[config.mk]
export PLATFORM = sky130hd
export DESIGN_NAME = i2c_tx_byte_sender
export DESIGN_NICKNAME = d
export VERILOG_FILES = /design/src/rtl/i2c_pkg.sv /design/src/rtl/tx_shift_reg.sv /design/src/rtl/i2c_tx_byte_sender.sv
export SDC_FILE = /design/constraint.sdc
export NUM_CORES = 1
export LEC_CHECK = 0
export CORE_MARGIN = 2
export CORE_UTILIZATION = 49
export CTS_CLUSTER_DIAMETER = 30
export DETAILED_ROUTE_END_ITERATION = 8
export GPL_TIMING_DRIVEN = 0
export PLACE_DENSITY = 0.89
export SETUP_SLACK_MARGIN = 0.5
export SLEW_MARGIN = 30
export SYNTH_ARGS = -nofsm -noshare
export SYNTH_HDL_FRONTEND = slang
export SYNTH_SLANG_ARGS = --single-unit
[constraint.sdc]
create_clock -name clk -period 2.2 [get_ports clk]
set_clock_uncertainty 0.05 [all_clocks]
set_input_delay 0.66 -clock clk [delete_from_list [all_inputs] [get_ports clk]]
set_output_delay 0.66 -clock clk [all_outputs]
set_load 0.02 [all_outputs]
[src/rtl/i2c_pkg.sv]
// Shared types and constants for the I2C Triple-DES slave transmit path.
package i2c_pkg;

  typedef enum logic [1:0] {
    IDLE,
    SHIFT,
    ACK_WAIT,
    ACK_HOLD
  } tx_state_t;

  localparam int unsigned I2C_BYTE_W    = 8;
  localparam logic [7:0]  I2C_FILL_BYTE = 8'hFF;

endpackage

[src/rtl/tx_shift_reg.sv]
// Parallel-load / shift-left register feeding the SDA bit stream, MSB first.
module tx_shift_reg #(
  parameter int unsigned         DATA_W  = 8,
  parameter logic [DATA_W-1:0]   RST_VAL = '1
) (
  input  logic              clk,
  input  logic              n_rst,
  input  logic              load,
  input  logic              shift,
  input  logic [DATA_W-1:0] load_data,
  output logic              msb
);

  logic [DATA_W-1:0] data_q;

  always_ff @(posedge clk or negedge n_rst) begin
    if (!n_rst) begin
      data_q <= RST_VAL;
    end else if (load) begin
      data_q <= load_data;
    end else if (shift) begin
      data_q <= {data_q[DATA_W-2:0], 1'b0};
    end
  end

  assign msb = data_q[DATA_W-1];

endmodule

[src/rtl/i2c_tx_byte_sender.sv]
// Serialises tx_fifo bytes onto SDA for master-read transfers and handles ACK/NACK.
// Optional byte counter output enabled by defining TX_BYTE_CNT_EN.
module i2c_tx_byte_sender
  import i2c_pkg::*;
#(
  parameter int unsigned       DATA_W    = I2C_BYTE_W,
  parameter logic [DATA_W-1:0] FILL_BYTE = I2C_FILL_BYTE
) (
  input  logic              clk,
  input  logic              n_rst,
  input  logic              start_tx,
  input  logic              stop_detect,
  input  logic              scl_rising,
  input  logic              scl_falling,
  input  logic              sda_in,
  input  logic              fifo_empty,
  input  logic [DATA_W-1:0] read_data,
  output logic              read_enable,
  output logic              sda_out,
  output logic              tx_active,
  output logic              ack_pulse,
  output logic              nack_pulse,
  output logic              underrun
`ifdef TX_BYTE_CNT_EN
  ,
  output logic [15:0]       tx_byte_count
`endif
);

  localparam int unsigned       CNT_W    = $clog2(DATA_W);
  localparam logic [CNT_W-1:0]  LAST_BIT = CNT_W'(DATA_W - 1);

  tx_state_t         state_q, state_d;
  logic [CNT_W-1:0]  bit_cnt_q, bit_cnt_d;
  logic              ack_q, ack_d, nack_q, nack_d, und_q, und_d;
  logic              rise_v, fall_v, load, shift, shreg_msb;
  logic [DATA_W-1:0] load_data;

  // Coincident edges are illegal and both are discarded.
  assign rise_v = scl_rising & ~scl_falling;
  assign fall_v = scl_falling & ~scl_rising;

  always_comb begin
    state_d   = state_q;
    bit_cnt_d = bit_cnt_q;
    ack_d     = 1'b0;
    nack_d    = 1'b0;
    und_d     = 1'b0;
    load      = 1'b0;
    shift     = 1'b0;
    if (stop_detect) begin
      state_d = IDLE;
    end else begin
      unique case (state_q)
        IDLE: begin
          if (start_tx) begin
            load    = 1'b1;
            state_d = SHIFT;
          end
        end
        SHIFT: begin
          if (fall_v) begin
            if (bit_cnt_q == LAST_BIT) begin
              state_d = ACK_WAIT;
            end else begin
              shift     = 1'b1;
              bit_cnt_d = bit_cnt_q + 1'b1;
            end
          end
        end
        ACK_WAIT: begin
          if (rise_v) begin
            if (!sda_in) begin
              ack_d   = 1'b1;
              state_d = ACK_HOLD;
            end else begin
              nack_d  = 1'b1;
              state_d = IDLE;
            end
          end
        end
        ACK_HOLD: begin
          if (fall_v) begin
            load    = 1'b1;
            state_d = SHIFT;
          end
        end
        default: state_d = IDLE;
      endcase
    end
    if (load) begin
      bit_cnt_d = '0;
      und_d     = fifo_empty;
    end
  end

  assign load_data   = fifo_empty ? FILL_BYTE : read_data;
  assign read_enable = load & ~fifo_empty;

  always_ff @(posedge clk or negedge n_rst) begin
    if (!n_rst) begin
      state_q   <= IDLE;
      bit_cnt_q <= '0;
      ack_q     <= 1'b0;
      nack_q    <= 1'b0;
      und_q     <= 1'b0;
    end else begin
      state_q   <= state_d;
      bit_cnt_q <= bit_cnt_d;
      ack_q     <= ack_d;
      nack_q    <= nack_d;
      und_q     <= und_d;
    end
  end

  tx_shift_reg #(
    .DATA_W  (DATA_W),
    .RST_VAL (FILL_BYTE)
  ) u_shift_reg (
    .clk       (clk),
    .n_rst     (n_rst),
    .load      (load),
    .shift     (shift),
    .load_data (load_data),
    .msb       (shreg_msb)
  );

  // SDA is decoded from registered state only, so an async reset releases it at once.
  assign sda_out    = (state_q == SHIFT) ? shreg_msb : 1'b1;
  assign tx_active  = (state_q != IDLE);
  assign ack_pulse  = ack_q;
  assign nack_pulse = nack_q;
  assign underrun   = und_q;

`ifdef TX_BYTE_CNT_EN
  logic [15:0] byte_cnt_q;

  always_ff @(posedge clk or negedge n_rst) begin
    if (!n_rst) begin
      byte_cnt_q <= '0;
    end else if (load && (state_q == IDLE)) begin
      byte_cnt_q <= '0;
    end else if ((ack_d || nack_d) && (byte_cnt_q != '1)) begin
      byte_cnt_q <= byte_cnt_q + 16'd1;
    end
  end

  assign tx_byte_count = byte_cnt_q;
`endif

endmodule

==> impl_metrics.csv, run 1 <==
group,metric,value,unit
synth,ys_seq_elements,16,
setup_path,arrival,1660,ps
setup_path,slowest_stage,"dfrtp_1",
outcome,status,"complete, but fails checks",
global_routing,grt_pass1_vias,872,
detailed_routing,drt_iter0_drc,22,
global_routing,gr-total-overflow,0,
setup_path,cpPeakStageDelay,420,ps
setup_path,worstSetupEndpointType,"output port",
timing,fin_crit_sh,107.6,%
setup_path,critPathLaunchType,"flop",
hold_path,hold_path_class,"reg2reg",
global_routing,top_usage_layer,"met2",
setup_path,worstPathCellList,"ha_2 > nand3b_1 > a21o_4 > buf_8 > nor3_4 > buf_6",
timing,setup_ws,-166.4,ps
synth,synth_seq_area_share,42.38,%
synth,syn_avg_cell_area,10.53,um^2
synth,syn-cell-area,968.4,um^2
die,die_area,0.002348,mm^2
die,std_cell_rows,16,
setup_path,r2r-start,"state_q[1]",
cells_and_area,diodes,0,
setup_path,worst-setup-path-type,"reg2out",
hold_path,hold_end,"bit_cnt_q[1]",
synth,synthesis.instances,92,
cells_and_area,synthToLayoutAreaGrowth,49.10,%
die,boundaryPins,22,
timing,fmax,0.4226,GHz
die,initial_utilization,50.92,%
global_routing,grt_usage,21.21,%
setup_path,cp.required,1490,ps
place,placed_area,0.001205,mm^2
cells_and_area,final_cell_mix,"10 x clkdlybuf4s50_1, 9 x mux2i_1, 9 x buf_6, 9 x nor2_1",
place,dp_hpwl,1.357,mm
cts,clock_latency,300,ps
power_and_ir_drop,combPwrFrac,47.4,%
global_routing,antenna_found_initial,0,
global_routing,grt_pass1_wl,3.836,mm
global_routing,grt_use_met2,36.11,%
cells_and_area,multi_input_area,624.3,um^2
synth,synth_top_area_cell,"dfstp_2",
cts,h-tree-depth,1,
detailed_routing,wl_per_cell,16.55,um
timing,tightest_slew,669.2,ps
synth,synth_cell_type_count,29,
place,routabilityCongestion,0.8140,
cts,cts_buffers,3,
hold_path,min_from,"bit_cnt_q[1]",
detailed_routing,drc_errors,0,
cells_and_area,mostFrequentLayoutCell,"clkdlybuf4s50_1",
cts,cts_hold_buf,0,
global_routing,grt_max_degree,17,
synth,synth_top_cell_area_share,21.71,%
cells_and_area,design_area,0.001444,mm^2
timing,maxSlewHeadroom,55.25,%
setup_path,rrSetupSlack,150,ps
hold_path,hold_depth,1,
synth,synth_area_leaders,"dfstp_2 22%, dfrtp_1 21%, mux2i_1 9.3%",
detailed_routing,vias,854,
detailed_routing,drt_wl_total,2.532,mm
setup_path,cp_max_fo,4,
detailed_routing,firstDrtPassIters,4,
die,die_y,48.46,um
cts,cts.sinks,16,
synth,yosysWarnings,0,
cells_and_area,finalNetCount,149,
power_and_ir_drop,p_leak,0.6332,nW
place,io_buffer_count,19,
die,coreArea,0.001902,mm^2
flow_run,drv_cap,0,
cts,clock_path_buffers,2,
power_and_ir_drop,ir_drop,0.5235,mV
die,dieWidth,48.46,um
timing,slew_violations,0,
power_and_ir_drop,p_sw_share,33.69,%
outcome,violations,"setup timing",
global_routing,grt_util_met3,4.630,%
timing,fin_tns_setup,-166.4,ps
cells_and_area,drive_gt1_share,46.83,%
timing,rsz0062_at_grt,"true",
cts,cts_tree,"yes",
detailed_routing,drtAntennaViolNets,0,
setup_path,reg2regPathDepth,12,
power_and_ir_drop,clockPowerShare,14.3,%
cells_and_area,fill_cells,108,
timing,min_period,2366,ps
power_and_ir_drop,pwr-share-seq,38.3,%
global_routing,gr-usage-met1,24.80,%
power_and_ir_drop,p_switching,0.4616,mW
cts,cts-root-buf,"clkbuf_4",
setup_path,r2r_end,"u_shift_reg.data_q[6]",
cts,clk_pin_slew_worst_paths,80,ps
power_and_ir_drop,internal-power,0.9088,mW
cells_and_area,seqCellArea,410.4,um^2
timing,hold_viol_final,0,
timing,finalSetupViolCount,1,
synth,syn_nets,114,
power_and_ir_drop,pwr_density_cell,949.1,mW/mm^2
detailed_routing,vias_per_cell,5.582,
==> synthesized netlist by cell type <==
master and n:
mux2_2 1, buf_4 1, a21o_1 2, buf_1 2
dfstp_2 8, nor2_1 15, nand4bb_1 1, dfrtp_1 8
buf_6 1, or2b_1 1, nor3b_2 1, nor2b_1 1
ha_1 6, clkbuf_1 1, o22a_2 7, o221a_2 1
a22o_1 2, a21o_2 1, mux2i_1 9, inv_1 4
nor3b_1 2, nand2_1 2, nand3b_1 3, or3b_2 1
a21oi_1 2, a211o_1 1, nand2b_1 3, a21oi_2 1
nor3_1 4
==> layout make-up <==
type / instances / share of cell area [%]
sequential: 16 / 28.42
tap: 27 / 2.340
inverter: 4 / 1.040
clock buffer: 4 / 2.513
multi-input combinational: 67 / 43.24
timing repair buffer: 30 / 19.76
buffer: 5 / 2.686
==> timing repair <==
action                     CTS  global route
hold endpoints to repair     0             0
gates resized for setup     48            16
pin swaps                   16             2
setup buffers                9             2
setup endpoints to repair   20            19
==> worst max-delay path by stage <==
| stage | cells after the start | slack [ps] | startpoint | endpoint |
|---|---|---|---|---|
| final | 6 | -170 | state_q[1] | read_enable |
| after global routing | 6 | -230 | state_q[0] | read_enable |
| after CTS | 6 | -90 | state_q[1] | read_enable |
| after detailed placement | 6 | -950 | scl_rising | read_enable |
| after global placement | 6 | -920 | scl_rising | read_enable |
| after floorplan | 4 | 120 | scl_rising | read_enable |
==> worst max-delay path: cells and delay by family, from the launching register on <==
kind / cells / cell delay, ps
AO/OA/AOI/OAI: 1 / 240
adder cells (fa/ha/maj): 1 / 230
AND/OR/NAND/NOR: 2 / 230
buffers and inverters: 2 / 260
flip-flops: 1 / 420
==> cells by family (layout without fill, tap and decap cells) <==
family / after synthesis / after routing / synth area share (%)
compound gates: 17 / 17 / 15.50
fa+ha+maj: 6 / 6 / 7.752
buf+inv: 9 / 43 / 4.651
flops: 16 / 16 / 42.38
mux: 10 / 10 / 10.47
simple gates: 34 / 34 / 19.25
==> per-layer routing <==
layer | part of all wire [%] | wire length (um)
met4 | 3.9 | 98
met5 | 0 | 0
met3 | 3.4 | 86
met1 | 42 | 1069
met2 | 50 | 1277
==> power groups by stage <==
stage	registers (mW)	clock network, mW	logic (mW)
3_3_place_gp	0.488	0	0.447
2_1_floorplan	0.484	0	0.342
6_report	0.525	0.196	0.649
3_5_place_dp	0.495	0	0.456
5_1_grt	0.535	0.213	0.689
4_1_cts	0.496	0.200	0.603
==> flip-flops by register name, indices dropped and copies added (netlist names) <==
register,flops
ack_pulse,1
bit_cnt_q,3
u_shift_reg.data_q,8
underrun,1
state_q,2
nack_pulse,1
==> through the flow <==
step                      hold slack, ps  util [%]  std cells  total power [mW]  worst slack, ps
after detailed placement           453.4     63.36        138            0.9506           -946.7
after global placement             446.7     63.36        138            0.9348           -921.8
after global routing               511.8     75.92        153             1.437           -233.9
after floorplan                    314.4         -         92            0.8263            124.3
final                              474.6     75.92        153             1.370           -166.4
after CTS                          480.2     72.63        151             1.299           -94.74
(Power assumes the default switching activity.)
==> run 2, diff against run 1 <==
Settings changed: CORE_UTILIZATION 49 to 48, PLACE_DENSITY 0.89 to 0.88, REMOVE_ABC_BUFFERS set to 1, SYNTH_HIERARCHICAL set to 1.
==> impl_metrics.csv, run 2 <==
group,metric,value,unit
outcome,status,"completed",
die,die_area,0.002376,mm^2
power_and_ir_drop,combPwrFrac,48.6,%
synth,yosys_most_used_dff,"dfstp_2",
setup_path,cp.required,1490,ps
synth,synth_seq_area_share,42.71,%
power_and_ir_drop,pwr-share-seq,37.2,%
synth,synth_cell_type_count,30,
setup_path,r2r_end,"u_shift_reg/data_q[0]",
cts,cts.sinks,16,
global_routing,grt_max_degree,17,
setup_path,worstSetupEndpointType,"output port",
cells_and_area,drive_gt1_share,51.88,%
power_and_ir_drop,pwr_density_cell,942.3,mW/mm^2
cts,clock_latency,290,ps
global_routing,grt_pass1_wl,3.539,mm
synth,async_flop_share,100.0,%
cells_and_area,final_cell_mix,"13 x buf_4, 10 x clkdlybuf4s50_1, 9 x buf_6",
cts,cts_hold_buf,0,
synth,synth_area_leaders,"dfstp_2 22%, dfrtp_1 21%, mux2i_1 9.4%",
synth,yosysMostFrequentCell,"mux2i_1",
timing,maxSlewHeadroom,51.76,%
die,initial_utilization,50.00,%
synth,syn-cell-area,960.9,um^2
timing,fin_tns_setup,0,ps
synth,synthesis.instances,91,
power_and_ir_drop,internal-power,0.8955,mW
global_routing,grt_util_met3,4.012,%
cells_and_area,fill_cells,133,
die,dieWidth,48.74,um
hold_path,min_from,"u_shift_reg/data_q[0]",
cells_and_area,synthToLayoutAreaGrowth,52.47,%
setup_path,rrSetupSlack,370,ps
place,io_buffer_count,21,
global_routing,top_usage_layer,"met2",
synth,ys_seq_elements,16,
detailed_routing,drt_iter0_drc,9,
global_routing,grt_usage,19.06,%
detailed_routing,drt_wl_total,2.372,mm
cells_and_area,regMostFlops,"u_shift_reg/data_q",
cells_and_area,final_cells,160,
setup_path,cp_max_fo,3,
hold_path,hold_end,"u_shift_reg/data_q[0]",
cts,clock_path_buffers,2,
global_routing,grt_use_met2,32.42,%
synth,synth_top_cell_area_share,21.88,%
power_and_ir_drop,total_power,1.381,mW
timing,finalSetupViolCount,0,
synth,yosys-top-cells-count,"9 x mux2i_1, 8 x dfrtp_1, 8 x dfstp_2, 8 x nand2_1, 8 x or2_2",
cts,clk_pin_slew_worst_paths,90,ps
power_and_ir_drop,p_sw_share,35.14,%
synth,syn_avg_cell_area,10.56,um^2
cts,cts_tree,"yes",
timing,slew_violations,0,
detailed_routing,drtAntennaViolNets,0,
detailed_routing,firstDrtPassIters,5,
setup_path,reg2regPathDepth,9,
die,boundaryPins,22,
synth,synth_top_area_cell,"dfstp_2",
die,die_y,48.74,um
detailed_routing,vias_per_cell,5.156,
timing,tightest_slew,721.4,ps
power_and_ir_drop,ir_drop,0.5455,mV
global_routing,gr-usage-met1,22.91,%
setup_path,arrival,1480,ps
global_routing,gr-total-overflow,0,
synth,yosysWarnings,6,
cts,cts_buffers,3,
timing,fmax,0.4570,GHz
power_and_ir_drop,p_switching,0.4852,mW
cts,cts-root-buf,"clkbuf_4",
detailed_routing,drc_errors,0,
setup_path,r2r-start,"state_q[0]",
timing,hold_viol_final,0,
detailed_routing,vias,825,
detailed_routing,wl_per_cell,14.83,um
place,place_inst,137,
power_and_ir_drop,p_leak,0.6182,nW
cells_and_area,diodes,0,
cells_and_area,reg.largest.list,"u_shift_reg/data_q (8), bit_cnt_q (3), state_q (2)",
hold_path,hold_path_class,"reg2reg",
place,routabilityCongestion,0.7942,
cells_and_area,finalNetCount,156,
cells_and_area,mostFrequentLayoutCell,"buf_4",
timing,rsz0062_at_grt,"true",
global_routing,grt_pass1_vias,830,
cells_and_area,final_util,76.24,%
setup_path,worst-setup-path-type,"reg2out",
timing,fin_crit_sh,99.46,%
cts,h-tree-depth,1,
setup_path,critPathLaunchType,"flop",
synth,synth-edff-count,0,
timing,min_period,2188,ps
die,std_cell_rows,16,
die,coreArea,0.001922,mm^2
global_routing,antenna_found_initial,0,
flow_run,drv_cap,0,
power_and_ir_drop,clockPowerShare,14.2,%
place,dp_hpwl,1.329,mm
hold_path,hold_depth,2,
cells_and_area,largest_register_ffs,8,
[run 2: layout make-up]
cell class              count  area [um^2]  share of cell area [%]
inverters                   4        17.52                   1.196
well taps                  27        33.78                   2.306
flip-flops and latches     16        410.4                   28.01
clock buffers               4        36.28                   2.477
multi-input cells          70        615.6                   42.02
repair buffers             39        351.6                   24.00
[run 2: layer usage]
metal | routed length, um | share of wire, %
met1 | 962 | 41
met3 | 88 | 3.7
met4 | 19 | 0.80
met2 | 1302 | 55
met5 | 0 | 0
[run 2: worst max-delay path by stage]
stage	from	end	slack, ps	cells after the start
after CTS	state_q[0]	read_enable	-20	5
final	state_q[0]	read_enable	10	5
after global routing	state_q[1]	read_enable	-40	4
after floorplan	scl_rising	read_enable	-80	3
after detailed placement	scl_falling	read_enable	-890	5
after global placement	scl_falling	read_enable	-870	5
[run 2: metrics by stage]
step	hold slack [ps]	setup slack [ps]	instance area [um^2]
floorplan	314.4	-79.66	938.4
global placement	427.9	-868.4	1182
detailed placement	469.6	-888.5	1182
CTS	485.0	-17.77	1318
global route	504.7	-42.31	1465
finish	491.2	11.98	1465
[run 2: cell families (layout without fill, tap and decap cells)]
group                      after synthesis  count (layout)  synth area share, %
and+or+nand+nor                         35              36                23.44
AOI/OAI and AO/OA                       18              18                11.85
DFF                                     16              16                42.71
muxes                                    9               9                9.375
adders and majority gates                6               6                7.812
buffers and inverters                    6              47                3.906
xor gates and xnor gates                 1               1               0.9116
[run 2: power by group through the flow]
stage	clock network, mW	logic [mW]	registers [mW]
2_1_floorplan	0	0.280	0.492
3_3_place_gp	0	0.386	0.500
3_5_place_dp	0	0.404	0.506
4_1_cts	0.202	0.509	0.498
5_1_grt	0.210	0.726	0.524
6_report	0.196	0.671	0.513
[run 2: repair_timing]
item	4_1_cts	5_1_grt
cloned	1	0
pin swaps	4	7
setup endpoints to repair	18	18
setup buffers	6	12
gates resized for setup	45	24
[run 2: critical path, stage by stage, from the launching register on]
cell and delay [ps]:
dfrtp_1 420, buf_4 160, ha_4 160, a22oi_2 220, nor4_4 60, buf_4 170
==> RTL edit (config.mk and constraints of run 1) <==
Register the output `underrun` once more, cleared by the reset; this adds one clock of latency there. The other outputs are not delayed to match.
--- a/src/rtl/i2c_tx_byte_sender.sv
+++ b/src/rtl/i2c_tx_byte_sender.sv
@@ -131,5 +131,11 @@
   assign ack_pulse  = ack_q;
   assign nack_pulse = nack_q;
-  assign underrun   = und_q;
+  always_ff @(posedge clk or negedge n_rst) begin
+    if (!n_rst) begin
+      underrun <= '0;
+    end else begin
+      underrun <= und_q;
+    end
+  end
 
 `ifdef TX_BYTE_CNT_EN
Behaviour: not the same (Yosys sat finds a counterexample within 4 cycles, from zero or initial values and one cycle with n_rst low).
==> RTL edit against run 1 <==
The run still ends with negative setup slack left; highest routed layer unchanged; worst setup slack better by 39 ps; wire length up 1.7%; total power up 2.2%; die area up 2.4%; core utilization up 0.82 points; cell area up 3.2%; synthesized area up 2.6%; sequential cell count up 1; critical endpoint unchanged; sequential power up 2%.
==> RTL edit: results (changes against run 1) <==
GRT
  – Vias in the first global route: 889 (was 872)
  – First-pass GRT wire length: 3.88 mm (was 3.84 mm)
  – Pin count of the biggest net entering global routing: 18 (was 17)

Outcome
  – Violated checks: negative setup slack (unchanged)
  – Run status: finished, violations left (unchanged)

Clock network
  – Clk slew on worst S/H paths: 100 ps (was 80 ps)

Route
  – Post-Route WL: 2.58 mm (was 2.53 mm)
  – Initial detailed-routing violation count: 10 (was 22)
  – Met1 wire length: 980 µm (was 1.07 mm)

Yosys
  – Post-synthesis sequential area ratio: 0.438 (was 0.424)
  – Post-Syn Instances: 93 (was 92)

Placed design
  – Post-DP HPWL: 1.47 mm (was 1.36 mm)
  – Area after DPL: 1230 µm² (was 1200 µm²)
  – Global placer's final weighted congestion: 0.786 (was 0.814)

Timing
  – Number of setup violations in the final report: 1 (unchanged)
  – Fin worst setup slack: -127 ps (was -166 ps)
  – Fin Setup TNS: -127 ps (was -166 ps)

Finish
  – FILL cells: 127 (was 108)
  – Fraction of layout instances using a drive strength above 1: 0.489 (was 0.468)

Min path
  – WHS Endpoint: underrun (was bit_cnt_q[1])
  – Min-delay src: und_q (was bit_cnt_q[1])

Power and ir drop
  – Net switching power: 0.468 mW (was 0.462 mW)
  – LEAKAGE: 0.667 nW (was 0.633 nW)

Critical path
  – Slowest cell on the critical path: clkbuf_1 (was dfrtp_1)
  – FF-to-FF path depth: 8 (was 12)
RTL edit: how the worst max path moves through the flow:
stage	startpoint	end	slack, ps	depth (start not counted)
after global placement	scl_rising	read_enable	-940	6
final	stop_detect	read_enable	-130	4
after CTS	state_q[1]	read_enable	-110	6
after floorplan	scl_rising	read_enable	120	4
after global routing	state_q[1]	read_enable	-210	6
after detailed placement	scl_rising	read_enable	-960	6
RTL edit: per-layer routing:
metal / vias to the layer above / GRT usage
met5: - / 0
met4: 0 / 0.0667
met3: 11 / 0.0491
met2: 19 / 0.429
met1: 435 / 0.222
li1: 408 / -
RTL edit: what timing repair did:
item / in CTS / in global routing
resized for setup: 43 / 21
setup buffers: 11 / 4
pin swaps: 8 / 5
setup endpoints to repair: 20 / 19
RTL edit: kinds of logic after synthesis:
family,synth area share
buf+inv,0.0453
mux,0.102
compound gates,0.151
fa+ha+maj,0.0756
flops,0.438
simple gates,0.188
RTL edit: area by class of cell:
| class | count | area share |
|---|---|---|
| well taps | 27 | 0.0227 |
| plain buffers | 5 | 0.0260 |
| flip-flops and latches | 17 | 0.292 |
| repair buffers | 34 | 0.213 |
| multi-input cells | 67 | 0.418 |
| inverters | 4 | 0.0101 |
| clock buffers | 4 | 0.0176 |
RTL edit: worst reg2reg max path, stage by stage, from the launching register on:
cell and delay, ps:
dfrtp_1 430, inv_2 100, buf_6 100, ha_4 150, buf_6 100, nand4bb_1 120
buf_6 170, a21o_1 190, mux2_4 260
RTL edit: power by group through the flow:
stage,combinational (mW),clock (mW),sequential [mW]
2_1_floorplan,0.342,0,0.505
3_3_place_gp,0.445,0,0.511
3_5_place_dp,0.460,0,0.518
4_1_cts,0.585,0.170,0.513
5_1_grt,0.738,0.188,0.548
6_report,0.697,0.167,0.537
